### src/rtl/dac_pkg.sv
// Shared constants and types for the DAC frame scheduler and its packer.
package dac_pkg;

    localparam int SAMPLE_W = 12;
    localparam logic [SAMPLE_W-1:0] MIDSCALE = 12'h800;
    localparam int MIN_PERIOD = 4;

    typedef enum logic [1:0] {
        IDLE,
        RUN,
        DEFER
    } sched_state_t;

    typedef struct packed {
        logic [SAMPLE_W-1:0] left;
        logic [SAMPLE_W-1:0] right;
    } frame_t;

endpackage

### src/rtl/dac_frame_scheduler_if.sv
// Byte handshake between the host FIFO read port and the frame scheduler.
interface dac_frame_scheduler_if;

    logic       byte_valid;
    logic       byte_ready;
    logic [7:0] byte_data;

    modport master (
        output byte_valid,
        output byte_data,
        input  byte_ready
    );

    modport slave (
        input  byte_valid,
        input  byte_data,
        output byte_ready
    );

endinterface

### src/rtl/dac_frame_packer.sv
// Collects four FIFO bytes into one staged stereo frame until consumed.
module dac_frame_packer
    import dac_pkg::*;
(
    input  logic   clk,
    input  logic   reset,
    input  logic   enable,
    input  logic   consume,
    dac_frame_scheduler_if.slave fifo,
    output frame_t frame,
    output logic   frame_pending
);

    logic [1:0] idx;
    logic [7:0] lo_l;
    logic [3:0] hi_l;
    logic [7:0] lo_r;
    logic       accept;

    assign fifo.byte_ready = enable && !frame_pending;
    assign accept = fifo.byte_valid && fifo.byte_ready;

    always_ff @(posedge clk or negedge reset) begin
        if (!reset) begin
            idx           <= '0;
            lo_l          <= '0;
            hi_l          <= '0;
            lo_r          <= '0;
            frame         <= '0;
            frame_pending <= 1'b0;
        end else if (!enable) begin
            idx           <= '0;
            frame_pending <= 1'b0;
        end else begin
            if (consume)
                frame_pending <= 1'b0;
            if (accept) begin
                idx <= idx + 2'd1;
                unique case (idx)
                    2'd0: lo_l <= fifo.byte_data;
                    2'd1: hi_l <= fifo.byte_data[3:0];
                    2'd2: lo_r <= fifo.byte_data;
                    2'd3: begin
                        frame.left    <= {hi_l, lo_l};
                        frame.right   <= {fifo.byte_data[3:0], lo_r};
                        frame_pending <= 1'b1;
                    end
                    default: ;
                endcase
            end
        end
    end

endmodule

### src/rtl/dac_frame_scheduler.sv
// Releases one stereo frame per sample period to the DAC, repeating on underrun.
// Optional DAC_SCHED_UNDERRUN_COUNT_EN adds a saturating underrun_count output.
module dac_frame_scheduler #(
    parameter int          PERIOD_W       = 16,
    parameter int unsigned DEFAULT_PERIOD = 283,
    parameter logic [11:0] MIDSCALE       = dac_pkg::MIDSCALE
) (
    input  logic                clk,
    input  logic                reset,
    input  logic                enable,
    input  logic                period_wr,
    input  logic [PERIOD_W-1:0] period_data,
    dac_frame_scheduler_if.slave fifo,
    input  logic                dac_idle,
    output logic                dac_en,
    output logic [11:0]         dac_left,
    output logic [11:0]         dac_right,
    output logic                underrun,
    output logic                frame_pending
`ifdef DAC_SCHED_UNDERRUN_COUNT_EN
    ,
    output logic [15:0]         underrun_count
`endif
);

    localparam logic [PERIOD_W-1:0] P_RST = PERIOD_W'(DEFAULT_PERIOD);
    localparam logic [PERIOD_W-1:0] P_MIN = PERIOD_W'(dac_pkg::MIN_PERIOD);
    localparam logic [PERIOD_W-1:0] ONE   = PERIOD_W'(1);

    dac_pkg::sched_state_t state;
    dac_pkg::sched_state_t state_next;
    dac_pkg::frame_t       frame;

    logic [PERIOD_W-1:0] count;
    logic [PERIOD_W-1:0] period;
    logic [PERIOD_W-1:0] period_next;
    logic                tick;
    logic                issue;
    logic                drop;
    logic                consume;

    dac_frame_packer u_packer (
        .clk           (clk),
        .reset         (reset),
        .enable        (enable),
        .consume       (consume),
        .fifo          (fifo),
        .frame         (frame),
        .frame_pending (frame_pending)
    );

    assign tick = (state != dac_pkg::IDLE) && (count == period - ONE);

    always_ff @(posedge clk or negedge reset) begin
        if (!reset)
            state <= dac_pkg::IDLE;
        else
            state <= state_next;
    end

    always_comb begin
        state_next = state;
        issue      = 1'b0;
        drop       = 1'b0;
        if (!enable) begin
            state_next = dac_pkg::IDLE;
        end else begin
            unique case (state)
                dac_pkg::IDLE: state_next = dac_pkg::RUN;
                dac_pkg::RUN: begin
                    if (tick) begin
                        if (dac_idle)
                            issue = 1'b1;
                        else
                            state_next = dac_pkg::DEFER;
                    end
                end
                dac_pkg::DEFER: begin
                    // a fresh tick while one is still owed is lost
                    drop = tick;
                    if (dac_idle) begin
                        issue      = 1'b1;
                        state_next = dac_pkg::RUN;
                    end
                end
                default: state_next = dac_pkg::IDLE;
            endcase
        end
        consume = issue && frame_pending;
    end

    always_ff @(posedge clk or negedge reset) begin
        if (!reset) begin
            count       <= '0;
            period      <= P_RST;
            period_next <= P_RST;
            dac_en      <= 1'b0;
            underrun    <= 1'b0;
            dac_left    <= MIDSCALE;
            dac_right   <= MIDSCALE;
        end else begin
            dac_en   <= issue;
            underrun <= drop || (issue && !frame_pending);
            if (consume) begin
                dac_left  <= frame.left;
                dac_right <= frame.right;
            end
            if (period_wr)
                period_next <= (period_data < P_MIN) ? P_MIN : period_data;
            if (!enable || state == dac_pkg::IDLE || tick)
                count <= '0;
            else
                count <= count + ONE;
            // idle restart counts as a wrap for a pending period change
            if (state == dac_pkg::IDLE || tick)
                period <= period_next;
        end
    end

`ifdef DAC_SCHED_UNDERRUN_COUNT_EN
    logic enable_q;

    always_ff @(posedge clk or negedge reset) begin
        if (!reset) begin
            enable_q       <= 1'b0;
            underrun_count <= '0;
        end else begin
            enable_q <= enable;
            if (enable && !enable_q)
                underrun_count <= '0;
            else if (underrun && underrun_count != 16'hFFFF)
                underrun_count <= underrun_count + 16'd1;
        end
    end
`endif

endmodule

### src/flat_wrapper.sv
// flat-port wrapper written by rule: the top's interface ports become plain ports
module dac_frame_scheduler_flat 
#(
    parameter int          PERIOD_W       = 16,
    parameter int unsigned DEFAULT_PERIOD = 283,
    parameter logic [11:0] MIDSCALE       = dac_pkg::MIDSCALE
)
  (clk, reset, enable, period_wr, period_data, dac_idle, dac_en, dac_left, dac_right, underrun, frame_pending, fifo_byte_valid, fifo_byte_data, fifo_byte_ready);
  dac_frame_scheduler_if fifo_i ();
  input  logic clk;
  input  logic reset;
  input  logic enable;
  input  logic period_wr;
  input  logic [PERIOD_W-1:0] period_data;
  input  logic dac_idle;
  output logic dac_en;
  output logic [11:0] dac_left;
  output logic [11:0] dac_right;
  output logic underrun;
  output logic frame_pending;
  input wire logic [$bits(fifo_i.byte_valid)-1:0] fifo_byte_valid;
  input wire logic [$bits(fifo_i.byte_data)-1:0] fifo_byte_data;
  output wire logic [$bits(fifo_i.byte_ready)-1:0] fifo_byte_ready;
  assign fifo_i.byte_valid = fifo_byte_valid;
  assign fifo_i.byte_data = fifo_byte_data;
  assign fifo_byte_ready = fifo_i.byte_ready;
  dac_frame_scheduler #(.PERIOD_W(PERIOD_W), .DEFAULT_PERIOD(DEFAULT_PERIOD), .MIDSCALE(MIDSCALE)) u_core (.clk(clk), .reset(reset), .enable(enable), .period_wr(period_wr), .period_data(period_data), .fifo(fifo_i), .dac_idle(dac_idle), .dac_en(dac_en), .dac_left(dac_left), .dac_right(dac_right), .underrun(underrun), .frame_pending(frame_pending));
endmodule
### config.mk
export PLATFORM = sky130hd
export DESIGN_NAME = dac_frame_scheduler_flat
export DESIGN_NICKNAME = d
export VERILOG_FILES = /design/src/rtl/dac_pkg.sv /design/src/rtl/dac_frame_scheduler_if.sv /design/src/rtl/dac_frame_packer.sv /design/src/rtl/dac_frame_scheduler.sv /design/src/flat_wrapper.sv
export SDC_FILE = /design/constraint.sdc
export NUM_CORES = 1
export LEC_CHECK = 0
export ABC_AREA = 1
export CAP_MARGIN = 20
export CORE_MARGIN = 5
export CORE_UTILIZATION = 57
export DETAILED_ROUTE_END_ITERATION = 10
export HOLD_SLACK_MARGIN = 0.1
export PLACE_DENSITY = 0.8
export SLEW_MARGIN = 15
export SYNTH_ARGS = -nofsm -noshare
export SYNTH_HDL_FRONTEND = slang
export SYNTH_SLANG_ARGS = --single-unit
### constraint.sdc
create_clock -name clk -period 2.58 [get_ports clk]
set_input_delay 0.387 -clock clk [delete_from_list [all_inputs] [get_ports clk]]
set_output_delay 0.387 -clock clk [all_outputs]
set_load 0.005 [all_outputs]
==> results.cfg <==
[finish]
drive_gt1_frac = 0.167
areaGrowthSynthToFinish_pct = 24.8
fin_nets = 746
seq_area_um2 = 3090
utilization = 0.734
multi_input_area_um2 = 2490
final_cells = 852
nFillCells = 660
antenna_cells = 0
fin_area_um2 = 7240

[clocking]
cts_made_buffers = 17
cts_htree_levels = 4
ctsRootBufferMaster = clkbuf_8
cts_sinks = 123
cts_max_path_buffers = 2
clk_latency_ps = 520
cts_tree = yes
clk_pin_slew_ps = 60

[global_routing]
grt_max_degree = 124
first_global_vias = 4843
grt_use_total = 0.234
grt-ovfl-total = 0
antenna_found_initial = 0
grt_pass1_wl_mm = 23.3

[hold_path]
worst_hold_startpoint = period_data[1]
hp-class = in2reg
min_path_cells = 3
holdPathEnd = u_core.period_next[1]$_DFFE_PN1P_

[synth]
seq_area_frac_synth = 0.533
ys_warn_count = 0
yosysUniqueCellTypes = 35
synth_flop_cell = dfrtp_1
async_flop_share = 1.00
yosysTopAreaCell = dfrtp_1
synthTopCellsByArea = dfrtp_1 (48%), nand2_1 (12%), mux2_2 (6.4%)
synth_top_area_share = 0.479
ys_seq_elements = 123
netlist_instances = 634
synth-edff-count = 0
syn_nets = 674
netlist_top_cells_count = nand2_1 (184), dfrtp_1 (111), inv_1 (55)
synth_area_um2 = 5800
yosysMostFrequentCell = nand2_1
syn_area_per_cell_um2 = 9.15

[timing]
worst_hold_slack_ps = 429
finalSetupTns_ps = 0
rsz0062_at_grt = no
slew_headroom = 0.546
fmax_mhz = 412
setup_viol = 0
maxSlewViolCount = 0
finalClockSkew_ps = 9.33
period_share = 0.942
fin_crit_ps = 2430
tightest_slew_ps = 682
hold_viol_final = 0

[worst_setup_path]
cpPeakStageDelay_ps = 550
startpoint = u_core.period[0]$_DFFE_PN1P_
r2r_cells = 11
cpMaxStageDelayCell = dfstp_2
cp_common_cell = nand2_1
start_kind = register
r2r-start = u_core.period[0]$_DFFE_PN1P_
critical_path.max_fanout = 26
crit_path_end_kind = register
crit_arrival_ps = 2850
rr_endpoint = u_core.period[0]$_DFFE_PN1P_
cp_cell_sequence = inv_1 > ha_2 > or2_2 > nand4_1 > nor2_1 > nand2_1 > nor3_1 > nand3_2 > nand2_8 > nand2_1 > o21ai_0
cp_top_family = simple AND/OR/NAND/NOR gates
critPathKind = reg2reg
cp.required_ps = 3000
ff2ff_setup_slack_ps = 150
crit_buf_inv = 1

[die]
start_util = 0.588
dieHeight_um = 111
die-area_um2 = 12300
core_area_um2 = 9860
die_x_um = 111
row_count = 36
ios = 58

[outcome]
outcome = complete, no violations

[power]
p_leak_nw = 3.45
ir_drop_mv = 0.517
power.density_nw_per_um2 = 929

[flow_run]
drv_cap = 0

[drt]
routed_wl_mm = 14.3
dr.pass1.iters = 4
ant_nets = 0
vias = 4751
drc_errors = 0
wl_per_cell_um = 16.8
drt_iter0_drc = 335
via_per_inst = 5.58

[placed_design]
dp_cells = 814
hpwlAfterDp_mm = 9.52
place_congestion = 0.954
io_buffer_count = 57
dpl-instance-area_um2 = 6510
==> tightest hold or removal path, stage by stage <==
cell and delay (ps):
clkdlybuf4s50_1 400, nand3_1 70, o21ai_0 80
==> layout by cell type, fill, tap and decap left out, drive strengths merged, types with 6 or more instances in the layout <==
cell           Yosys  final
buf               12     14
clkbuf             9     19
clkdlybuf4s50      0     56
clkinv             0      6
dfrtp            111    111
dfstp             12     12
ha                10     10
inv               55     59
mux2              33     33
nand2            189    189
nand3             34     37
nand4             30     30
nor2              47     47
nor3               9      9
o21ai             45     45
xnor2              6      6
xor2               8      8
==> where the power goes <==
part	total, mW	internal [mW]	switching (mW)
clock network	2.30	1.41	0.891
logic	1.77	0.650	1.12
registers	2.66	2.33	0.326
total	6.72	4.39	2.33
==> through the flow <==
step                setup WS [ps]  total power [mW]
global route                 4.92              7.11
detailed placement           97.4              4.31
CTS                          57.5              6.63
global placement              227              4.22
floorplan                     428              3.83
finish                        151              6.72
==> registers in the layout, indices dropped and copies added, names as in the netlist, 8 cells and up <==
register               flops
u_core.u_packer.frame     24
u_core.count              16
u_core.period             16
u_core.period_next        16
u_core.dac_left           12
u_core.dac_right          12
u_core.u_packer.lo_l       8
u_core.u_packer.lo_r       8
==> final cells by class <==
class	count	share of cell area
flip-flops and latches	123	0.427
repair buffers	71	0.0972
clock inverters	13	0.0194
inverters	55	0.0285
well taps	133	0.0230
clock buffers	19	0.0597
multi-input cells	438	0.345
==> timing repair <==
action                                 in CTS  in global routing
endpoints found under the hold margin     111                  0
buffers inserted                            0                  2
hold buffers                                1                  0
setup endpoints to repair                   0                 41
gates resized for setup                     0                 19
==> kinds of logic after synthesis <==
group / share of synthesized area
AND/OR/NAND/NOR: 0.258
AO/OA/AOI/OAI: 0.0460
flip-flops: 0.533
adder cells (fa/ha/maj): 0.0216
buffers and inverters: 0.0557
XOR/XNOR: 0.0211
multiplexers: 0.0641
==> how the worst max path moves through the flow <==
stage                                                  end  cells after the start
after floorplan            u_core.dac_left[10]$_DFFE_PN0P_                     17
after global placement    u_core.dac_right[10]$_DFFE_PN0P_                     13
after detailed placement   u_core.dac_right[2]$_DFFE_PN0P_                     16
after CTS                   u_core.dac_left[1]$_DFFE_PN0P_                     13
after global routing          u_core.period[0]$_DFFE_PN1P_                     11
final                         u_core.period[0]$_DFFE_PN1P_                     11
==> per-layer routing <==
layer  vias to the layer above  track usage  part of all wire
li1                       2235            -                 -
met3                        38       0.0513             0.040
met1                      2353        0.282              0.40
met2                       125        0.408              0.53
met5                         -            0                 0
met4                         0       0.0887             0.032
No activity file was read; power rests on OpenSTA's default activity.
